==> config.mk <==
export PLATFORM = sky130hd
export DESIGN_NAME = tbird_seq_ctrl
export DESIGN_NICKNAME = d
export VERILOG_FILES = /design/src/rtl/tbird_pkg.sv /design/src/rtl/tbird_debounce.sv /design/src/rtl/tbird_seq_ctrl.sv
export SDC_FILE = /design/constraint.sdc
export NUM_CORES = 1
export LEC_CHECK = 0
export CAP_MARGIN = 20
export CORE_AREA = 2 2 110 112
export CTS_BUF_LIST = sky130_fd_sc_hd__clkbuf_4
export CTS_CLUSTER_SIZE = 8
export DETAILED_ROUTE_END_ITERATION = 10
export DIE_AREA = 0 0 112 114
export PLACE_DENSITY_LB_ADDON = 0.12
export SYNTH_ARGS = -nofsm -noshare
export SYNTH_HDL_FRONTEND = slang
export SYNTH_SLANG_ARGS = --single-unit
==> constraint.sdc <==
create_clock -name clk -period 2.3 [get_ports clk]
set_clock_uncertainty 0.15 [all_clocks]
set_input_delay 0.46 -clock clk [delete_from_list [all_inputs] [get_ports clk]]
set_output_delay 0.46 -clock clk [all_outputs]
set_load 0.01 [all_outputs]
==> src/rtl/tbird_pkg.sv <==
// Shared state encoding, lamp/segment codes and step-divider helper for the
// T-Bird tail-light controller.
package tbird_pkg;

  typedef logic [3:0] state_t;

  localparam logic [3:0] S_IDLE = 4'd0;
  localparam logic [3:0] S_R1   = 4'd1;
  localparam logic [3:0] S_R2   = 4'd2;
  localparam logic [3:0] S_R3   = 4'd3;
  localparam logic [3:0] S_ROFF = 4'd4;
  localparam logic [3:0] S_L1   = 4'd5;
  localparam logic [3:0] S_L2   = 4'd6;
  localparam logic [3:0] S_L3   = 4'd7;
  localparam logic [3:0] S_LOFF = 4'd8;
  localparam logic [3:0] S_ERR  = 4'd9;

  // leds bit order: [5]=LC [4]=LB [3]=LA [2]=RA [1]=RB [0]=RC
  localparam logic [5:0] LED_OFF = 6'b000000;
  localparam logic [5:0] LED_R1  = 6'b000100;
  localparam logic [5:0] LED_R2  = 6'b000110;
  localparam logic [5:0] LED_R3  = 6'b000111;
  localparam logic [5:0] LED_L1  = 6'b001000;
  localparam logic [5:0] LED_L2  = 6'b011000;
  localparam logic [5:0] LED_L3  = 6'b111000;
  localparam logic [5:0] LED_ALL = 6'b111111;

  // active-low, {g,f,e,d,c,b,a}
  localparam logic [6:0] SEG_ZERO = 7'b1000000;
  localparam logic [6:0] SEG_R    = 7'b0101111;
  localparam logic [6:0] SEG_L    = 7'b1000111;
  localparam logic [6:0] SEG_E    = 7'b0000110;

  function automatic int step_div(input int clk_hz, input int step_hz);
    return clk_hz / step_hz;
  endfunction

endpackage

==> src/rtl/tbird_debounce.sv <==
// Two-flop synchroniser followed by a stable-level debouncer: a new level is
// adopted only after DEBOUNCE_CYCLES consecutive differing samples.
module tbird_debounce #(
  parameter int DEBOUNCE_CYCLES = 500_000
) (
  input  logic clk,
  input  logic rst_n,
  input  logic raw,
  output logic level
);

  localparam int CW = (DEBOUNCE_CYCLES > 1) ? $clog2(DEBOUNCE_CYCLES) : 1;
  localparam logic [CW-1:0] CNT_LAST = CW'(DEBOUNCE_CYCLES - 1);

  logic          sync_a;
  logic          sync_b;
  logic [CW-1:0] cnt;

  always_ff @(posedge clk or negedge rst_n) begin
    if (!rst_n) begin
      sync_a <= 1'b0;
      sync_b <= 1'b0;
      cnt    <= '0;
      level  <= 1'b0;
    end else begin
      sync_a <= raw;
      sync_b <= sync_a;
      if (sync_b == level) begin
        cnt <= '0;
      end else if (cnt == CNT_LAST) begin
        level <= sync_b;
        cnt   <= '0;
      end else begin
        cnt <= cnt + 1'b1;
      end
    end
  end

endmodule

==> src/rtl/tbird_seq_ctrl.sv <==
// T-Bird tail-light sequencer: debounced turn requests, step prescaler,
// lamp FSM and registered LED / 7-segment / error outputs.
//
// state | meaning
// IDLE  | no request, lamps dark, prescaler held at 0
// R1-R3 | right sequence, 1..3 right lamps lit
// ROFF  | right sequence dark step, repeats if RIGHT still held
// L1-L3 | left sequence, 1..3 left lamps lit
// LOFF  | left sequence dark step
// ERR   | both switches on, all lamps flash on each tick
module tbird_seq_ctrl
  import tbird_pkg::*;
#(
  parameter int CLK_HZ          = 50_000_000,
  parameter int STEP_HZ         = 4,
  parameter int DEBOUNCE_CYCLES = 500_000
) (
  input  logic       clk,
  input  logic       rst_n,
  input  logic       sw0,
  input  logic       sw1,
  output logic [5:0] leds,
  output logic [6:0] seg,
  output logic       err
);

  localparam int STEP_DIV = step_div(CLK_HZ, STEP_HZ);
  localparam int PW       = $clog2(STEP_DIV);
  localparam logic [PW-1:0] PRE_LAST = PW'(STEP_DIV - 1);

  logic          req_r;
  logic          req_l;
  state_t        state;
  state_t        state_nxt;
  logic [PW-1:0] presc;
  logic          tick;
  logic          presc_clr;
  logic          lit;
  logic          lit_nxt;
  logic [5:0]    leds_nxt;
  logic [6:0]    seg_nxt;

  tbird_debounce #(.DEBOUNCE_CYCLES(DEBOUNCE_CYCLES)) u_deb_r (
    .clk(clk), .rst_n(rst_n), .raw(sw0), .level(req_r)
  );

  tbird_debounce #(.DEBOUNCE_CYCLES(DEBOUNCE_CYCLES)) u_deb_l (
    .clk(clk), .rst_n(rst_n), .raw(sw1), .level(req_l)
  );

  // presc is forced to 0 in IDLE, so tick can never fire there
  assign tick = (presc == PRE_LAST);

  always_comb begin
    state_nxt = state;
    presc_clr = 1'b0;
    lit_nxt   = lit;
    if (req_r && req_l) begin
      if (state != S_ERR) begin
        state_nxt = S_ERR;
        presc_clr = 1'b1;
        lit_nxt   = 1'b1;
      end else if (tick) begin
        lit_nxt = ~lit;
      end
    end else begin
      case (state)
        S_IDLE: begin
          if (req_r)      state_nxt = S_R1;
          else if (req_l) state_nxt = S_L1;
        end
        S_R1, S_R2, S_R3, S_ROFF: begin
          if (req_l) begin
            state_nxt = S_L1;
            presc_clr = 1'b1;
          end else if (tick) begin
            case (state)
              S_R1:    state_nxt = S_R2;
              S_R2:    state_nxt = S_R3;
              S_R3:    state_nxt = S_ROFF;
              default: state_nxt = req_r ? S_R1 : S_IDLE;
            endcase
          end
        end
        S_L1, S_L2, S_L3, S_LOFF: begin
          if (req_r) begin
            state_nxt = S_R1;
            presc_clr = 1'b1;
          end else if (tick) begin
            case (state)
              S_L1:    state_nxt = S_L2;
              S_L2:    state_nxt = S_L3;
              S_L3:    state_nxt = S_LOFF;
              default: state_nxt = req_l ? S_L1 : S_IDLE;
            endcase
          end
        end
        S_ERR: begin
          presc_clr = 1'b1;
          if (req_r)      state_nxt = S_R1;
          else if (req_l) state_nxt = S_L1;
          else            state_nxt = S_IDLE;
        end
        default: state_nxt = S_IDLE;
      endcase
    end
  end

  always_ff @(posedge clk or negedge rst_n) begin
    if (!rst_n) begin
      state <= S_IDLE;
      presc <= '0;
      lit   <= 1'b0;
    end else begin
      state <= state_nxt;
      lit   <= lit_nxt;
      if (state == S_IDLE || presc_clr || tick) presc <= '0;
      else                                      presc <= presc + 1'b1;
    end
  end

  always_comb begin
    leds_nxt = LED_OFF;
    seg_nxt  = SEG_ZERO;
    case (state)
      S_R1:   begin leds_nxt = LED_R1;  seg_nxt = SEG_R; end
      S_R2:   begin leds_nxt = LED_R2;  seg_nxt = SEG_R; end
      S_R3:   begin leds_nxt = LED_R3;  seg_nxt = SEG_R; end
      S_ROFF: seg_nxt = SEG_R;
      S_L1:   begin leds_nxt = LED_L1;  seg_nxt = SEG_L; end
      S_L2:   begin leds_nxt = LED_L2;  seg_nxt = SEG_L; end
      S_L3:   begin leds_nxt = LED_L3;  seg_nxt = SEG_L; end
      S_LOFF: seg_nxt = SEG_L;
      S_ERR:  begin leds_nxt = lit ? LED_ALL : LED_OFF; seg_nxt = SEG_E; end
      default: ;
    endcase
  end

  always_ff @(posedge clk or negedge rst_n) begin
    if (!rst_n) begin
      leds <= LED_OFF;
      seg  <= SEG_ZERO;
      err  <= 1'b0;
    end else begin
      leds <= leds_nxt;
      seg  <= seg_nxt;
      err  <= (state == S_ERR);
    end
  end

endmodule
==> results.sh, run 1 <==
export IMPL_critPathMaxFanout=14
export IMPL_r2r_start="state[2]$_DFFE_PN0P_"
export IMPL_grt_pass1_wl_um=13500
export IMPL_drt_pre_antenna_iters=6
export IMPL_fin_cells=604
export IMPL_cts_tree="built"
export IMPL_cts_sinks=84
export IMPL_area_growth_pct=12.1
export IMPL_drt_iter0_drc=125
export IMPL_post_place_ws_ns=0.193
export IMPL_worstRegToRegCells=5
export IMPL_synth_top_area_frac=0.493
export IMPL_wire_per_inst_um=12.9
export IMPL_dieWidth_um=112
export IMPL_async_flop_share=1.00
export IMPL_slew_violations=0
export IMPL_maxCapViolCount=0
export IMPL_holdCritPathClass="reg2reg"
export IMPL_synth_top_cells_by_area="dfrtp_1, xor2_1, nor2_1"
export IMPL_sw_frac_of_total=0.232
export IMPL_ys_flop_type="dfrtp_1"
export IMPL_layout_commonest_cell="dfrtp_1"
export IMPL_grt_max_degree=42
export IMPL_dieArea_um2=12800
export IMPL_cts_htree_levels=3
export IMPL_synth_edf_count=0
export IMPL_cts_buffers=9
export IMPL_synth_area_per_cell_um2=9.86
export IMPL_path_class="reg2reg"
export IMPL_num_fill_cells=1172
export IMPL_fp_coreArea_um2=11700
export IMPL_setup_worst_path_end_class="register"
export IMPL_cts_max_path_buffers=2
export IMPL_drt_wl_total_um=7780
export IMPL_synthCells=427
export IMPL_cts_resized=0
export IMPL_setup_worst_path_start="state[2]$_DFFE_PN0P_"
export IMPL_viasPerCell=4.87
export IMPL_internal_power_mw=1.86
export IMPL_timing_fmax_mhz=470
export IMPL_initial_utilization=0.359
export IMPL_mostFrequentLayoutCells="dfrtp_1, nor2_1, xor2_1"
export IMPL_io_pins=18
export IMPL_place_gp_congestion=0.808
export IMPL_vias=2940
export IMPL_combPwrFrac=0.032
export IMPL_first_global_vias=2877
export IMPL_place_inst=587
export IMPL_ys_ff_latch=84
export IMPL_fin_util=0.403
export IMPL_drc_errors=0
export IMPL_ir_worst_vdd_mv=0.327
export IMPL_worstSetupEndpoint="state[2]$_DFFE_PN0P_"
export IMPL_final_setup_tns_ns=0
export IMPL_critPathArrivalTime_ns=2.33
export IMPL_synth_top_area_cell="dfrtp_1"
export IMPL_setup_viol=0
export IMPL_period_share=0.925
export IMPL_synthDistinctLibCells=55
export IMPL_cts_clk_slew_worst_paths_ns=0.13
export IMPL_rows=40
export IMPL_reg2reg_to="state[2]$_DFFE_PN0P_"
export IMPL_hold_viol=0
export IMPL_p_leak_nw=1.98
export IMPL_rrSetupSlack_ns=0.17
export IMPL_ys_warn_count=0
export IMPL_status="finished clean"
export IMPL_drive_above_1_share=0.125
export IMPL_seqPwrFrac=0.617
export IMPL_clockPowerShare=0.351
export IMPL_setup_ws_ns=0.173
export IMPL_syn_cell_area_um2=4210
export IMPL_ys_seq_area_frac=0.500
export IMPL_diodes=0
export IMPL_switching_power_uw=564
export IMPL_track_usage=0.131
export IMPL_ant_nets=0
export IMPL_final_nets=459
export IMPL_grt_ovfl_total=0
export IMPL_syn_num_nets=434
export IMPL_cp_start_kind="register"
export IMPL_cp_required_ns=2.50
export IMPL_cts_root_buf="clkbuf_4"
export IMPL_port_buffers=16
export IMPL_rsz0062_at_grt="no"
export IMPL_clock_latency_ns=0.45
export IMPL_place_hpwl_um=5230
export IMPL_grt_antenna_before_repair=0
export IMPL_finalCriticalPeriod_ns=2.13
export IMPL_p_per_area_nw_per_um2=515
export IMPL_fp_dieH_um=114
[power groups by stage]
stage | logic, mW | clock network (mW) | registers (mW)
CTS | 0.0823 | 0.909 | 1.50
detailed placement | 0.0801 | 0 | 1.53
floorplan | 0.0368 | 0 | 1.52
global placement | 0.0790 | 0 | 1.53
global route | 0.0904 | 0.957 | 1.50
finish | 0.0777 | 0.852 | 1.50
[Yosys cell counts (4+ instances only)]
cell type and count:
and4_1 4, nor2_2 10, buf_2 6, inv_1 13, nand4_1 14, nor2b_1 5, nand3_1 27, clkbuf_1 4
o22ai_1 4, nand2_1 31, and3_1 10, nor2_1 71, xor2_1 35, xnor2_1 23, dfrtp_1 83, o21ai_0 8
mux2_2 4, buf_6 4, nor3_1 10, a21oi_1 7
[layer usage]
metal  part of all wire  GRT usage
met5                  0          0
met4              0.012     0.0447
met3              0.038     0.0446
met2               0.44      0.206
met1               0.51      0.172
[registers in the layout, summed over array words and instances, names as in the netlist]
| signal | count |
|---|---|
| u_deb_l.cnt | 19 |
| u_deb_r.level | 1 |
| u_deb_l.sync_b | 1 |
| state | 4 |
| seg | 4 |
| presc | 24 |
| u_deb_r.cnt | 19 |
| u_deb_r.sync_a | 1 |
| lit | 1 |
| u_deb_l.level | 1 |
| err | 1 |
| u_deb_r.sync_b | 1 |
| leds | 6 |
| u_deb_l.sync_a | 1 |
[final cells by class]
type / instances / area [um^2] / share of cell area
Multi-Input combinational cell: 310 / 1920 / 0.406
Timing Repair Buffer: 33 / 325 / 0.0690
Tap cell: 147 / 184 / 0.0390
Clock buffer: 11 / 82.6 / 0.0175
Inverter: 14 / 52.6 / 0.0111
Clock inverter: 5 / 52.6 / 0.0111
Sequential cell: 84 / 2100 / 0.446
[worst max-delay path, stage by stage (launching register included)]
cell and delay [ns]:
dfrtp_1 0.60, nor2b_1 0.20, o21ai_0 0.14, mux2_2 0.32, o22ai_2 0.25, mux2_2 0.36
[worst min path at each step]
| stage | from | end | slack (ns) | depth (start not counted) |
|---|---|---|---|---|
| floorplan | rst_n | err$_DFF_PN0_ | 0.01 | 0 |
| global placement | u_deb_r.sync_a$_DFF_PN0_ | u_deb_r.sync_b$_DFF_PN0_ | 0.18 | 0 |
| detailed placement | u_deb_r.sync_a$_DFF_PN0_ | u_deb_r.sync_b$_DFF_PN0_ | 0.20 | 0 |
| CTS | u_deb_l.sync_a$_DFF_PN0_ | u_deb_l.sync_b$_DFF_PN0_ | 0.22 | 0 |
| global route | u_deb_l.sync_a$_DFF_PN0_ | u_deb_l.sync_b$_DFF_PN0_ | 0.23 | 0 |
| finish | u_deb_l.sync_a$_DFF_PN0_ | u_deb_l.sync_b$_DFF_PN0_ | 0.22 | 0 |
[stage by stage]
step,instance area (um^2),hold WS [ns],total power [mW]
6_report,4720,0.218,2.43
5_1_grt,4720,0.231,2.55
4_1_cts,4720,0.224,2.49
3_5_place_dp,4570,0.201,1.61
3_3_place_gp,4570,0.182,1.60
2_1_floorplan,4210,0.0144,1.56
[kinds of logic after synthesis]
family / count (synthesis) / synth area share
DFF: 84 / 0.500
AOI/OAI and AO/OA: 35 / 0.0556
buffers and inverters: 33 / 0.0449
adders and majority gates: 3 / 0.00892
xor gates and xnor gates: 58 / 0.121
and+or+nand+nor: 207 / 0.254
muxes: 6 / 0.0155
other: 1 / 0.000891
[timing repair]
item	4_1_cts	5_1_grt
setup buffers	0	0
hold buffers	1	0
endpoints found under the hold margin	20	0
(Power assumes the default switching activity.)
==> run 2, diff against run 1 <==
--- a/config.mk
+++ b/config.mk
@@ -5,12 +5,13 @@
 export SDC_FILE = /design/constraint.sdc
 export NUM_CORES = 1
 export LEC_CHECK = 0
+export ABC_AREA = 1
 export CAP_MARGIN = 20
-export CORE_AREA = 2 2 110 112
+export CORE_AREA = 2 2 115 117
 export CTS_BUF_LIST = sky130_fd_sc_hd__clkbuf_4
 export CTS_CLUSTER_SIZE = 8
 export DETAILED_ROUTE_END_ITERATION = 10
-export DIE_AREA = 0 0 112 114
+export DIE_AREA = 0 0 117 119
 export PLACE_DENSITY_LB_ADDON = 0.12
 export SYNTH_ARGS = -nofsm -noshare
 export SYNTH_HDL_FRONTEND = slang
==> results.sh, run 2 <==
export IMPL_synth_top_cells_by_area="dfrtp_1, nand2_1, nor2_1"
export IMPL_grt_pass1_wl_um=17600
export IMPL_maxCapViolCount=0
export IMPL_port_buffers=16
export IMPL_p_leak_nw=2.21
export IMPL_grt_ovfl_total=0
export IMPL_drt_pre_antenna_iters=5
export IMPL_wire_per_inst_um=12.0
export IMPL_timing_fmax_mhz=472
export IMPL_status="finished clean"
export IMPL_crit_chain="clkdlybuf4s50_1"
export IMPL_drc_errors=0
export IMPL_ys_top_cells_by_count="nand2_1, nor2_1, dfrtp_1"
export IMPL_ys_seq_area_frac=0.456
export IMPL_setup_viol=0
export IMPL_rows=42
export IMPL_dieWidth_um=117
export IMPL_post_place_ws_ns=0.422
export IMPL_fp_coreArea_um2=12900
export IMPL_critPathArrivalTime_ns=1.51
export IMPL_fp_dieH_um=119
export IMPL_ys_warn_count=0
export IMPL_p_per_area_nw_per_um2=498
export IMPL_crit_slowest_cell="dfstp_2"
export IMPL_ir_worst_vdd_mv=0.430
export IMPL_rsz0062_at_grt="no"
export IMPL_hold_depth=0
export IMPL_cp_required_ns=1.69
export IMPL_initial_utilization=0.359
export IMPL_cpLargestDelayFamily="flip-flops"
export IMPL_final_setup_tns_ns=0
export IMPL_cts_root_buf="clkbuf_4"
export IMPL_synth_most_common_cell="nand2_1"
export IMPL_cts_htree_levels=3
export IMPL_cp_start_kind="register"
export IMPL_syn_cell_area_um2=4620
export IMPL_synth_top_area_cell="dfrtp_1"
export IMPL_place_hpwl_um=7340
export IMPL_critPathMaxFanout=1
export IMPL_cts_max_path_buffers=2
export IMPL_cts_hold_fix_buffers=1
export IMPL_postCtsSetupBuffers=0
export IMPL_syn_num_nets=636
export IMPL_async_flop_share=1.00
export IMPL_crit_buf_inv=1
export IMPL_rrSetupSlack_ns=0.36
export IMPL_mostFrequentLayoutCells="nand2_1, nor2_1, dfrtp_1"
export IMPL_setup_worst_path_end_class="output pin"
export IMPL_cts_sinks=84
export IMPL_clock_latency_ns=0.46
export IMPL_min_delay_start="u_deb_l.sync_a$_DFF_PN0_"
export IMPL_setup_ws_ns=0.183
export IMPL_regMostFlops="presc"
export IMPL_synth_edf_count=0
export IMPL_drt_wl_total_um=9980
export IMPL_reg2reg_to="u_deb_r.cnt[18]$_DFF_PN0_"
export IMPL_hold_viol=0
export IMPL_ys_flop_type="dfrtp_1"
export IMPL_grt_max_degree=35
export IMPL_grt_antenna_before_repair=1
export IMPL_track_usage=0.159
export IMPL_io_pins=18
export IMPL_drive_above_1_share=0.0536
export IMPL_holdCritPathClass="reg2reg"
export IMPL_first_global_vias=3732
export IMPL_design_area_um2=5110
export IMPL_cts_resized=0
export IMPL_cts_tree="built"
export IMPL_vias=3890
export IMPL_r2r_start="u_deb_r.cnt[0]$_DFF_PN0_"
export IMPL_synth_top_area_frac=0.450
export IMPL_ys_ff_latch=84
export IMPL_cts_buffers=9
export IMPL_final_nets=656
export IMPL_worstRegToRegCells=8
export IMPL_whs_endpoint="u_deb_l.sync_b$_DFF_PN0_"
export IMPL_synthCells=629
export IMPL_largest_registers="presc: 24 flops, u_deb_l.cnt: 19 flops, u_deb_r.cnt: 19 flops"
export IMPL_finalCriticalPeriod_ns=2.12
export IMPL_path_class="reg2out"
export IMPL_synth_area_per_cell_um2=7.34
export IMPL_place_gp_congestion=0.889
export IMPL_synthDistinctLibCells=33
export IMPL_drt_iter0_drc=198
export IMPL_viasPerCell=4.69
export IMPL_dpl_cell_area_um2=4940
export IMPL_largest_register_ff_count=24
export IMPL_layout_commonest_cell="nand2_1"
export IMPL_area_growth_pct=10.7
export IMPL_period_share=0.921
export IMPL_max_stage_delay_ns=0.54
export IMPL_dieArea_um2=13900
export IMPL_slew_violations=0
export IMPL_ant_nets=0
export IMPL_cts_clk_slew_worst_paths_ns=0.14
-- run 2: worst max-delay path by stage --
stage / cells after the start / to / from / slack [ns]
final: 1 / seg[6] / seg[6]$_DFF_PN1_ / 0.18
after global routing: 1 / seg[6] / seg[6]$_DFF_PN1_ / 0.09
after CTS: 1 / seg[6] / seg[6]$_DFF_PN1_ / 0.13
after detailed placement: 8 / u_deb_r.cnt[18]$_DFF_PN0_ / u_deb_r.cnt[0]$_DFF_PN0_ / 0.42
after global placement: 8 / u_deb_r.cnt[18]$_DFF_PN0_ / u_deb_r.cnt[0]$_DFF_PN0_ / 0.45
after floorplan: 8 / u_deb_r.cnt[15]$_DFF_PN0_ / u_deb_r.cnt[0]$_DFF_PN0_ / 0.66
-- run 2: layout make-up --
cell class | instances | area, um^2
Antenna cell | 1 | 2.50
Clock buffer | 9 | 67.6
Clock inverter | 6 | 90.1
Fill cell | 1365 | 7760
Inverter | 71 | 267
Multi-Input combinational cell | 464 | 2160
Sequential cell | 84 | 2100
Tap cell | 176 | 220
Timing Repair Buffer | 19 | 195
-- run 2: stage by stage --
stage / power [mW] / instances / utilization / hold slack (ns)
finish: 2.54 / 830 / 0.397 / 0.194
global route: 2.67 / 830 / 0.397 / 0.224
CTS: 2.60 / 829 / 0.397 / 0.203
detailed placement: 1.60 / 813 / 0.384 / 0.185
global placement: 1.60 / 813 / 0.384 / 0.184
floorplan: 1.55 / 629 / - / 0.0144
-- run 2: cells by family (layout without fill, tap and decap cells) --
logic type	after synthesis	in the layout	synth area share
AO/OA/AOI/OAI	20	20	0.0241
adder cells (fa/ha/maj)	3	3	0.00813
other	1	2	0.000812
flip-flops	84	84	0.456
AND/OR/NAND/NOR	409	409	0.377
XOR/XNOR	31	31	0.0588
buffers and inverters	81	105	0.0754
-- run 2: metal layers --
| layer | GRT usage | routed length, um |
|---|---|---|
| met1 | 0.219 | 4900 |
| met2 | 0.246 | 4540 |
| met3 | 0.0463 | 418 |
| met4 | 0.0404 | 123 |
| met5 | 0 | 0 |
-- run 2: power breakdown --
group          switching [mW]  internal (mW)  total, mW
logic                  0.0536         0.0197     0.0732
registers              0.0114           1.49       1.50
clock network           0.533          0.437      0.970
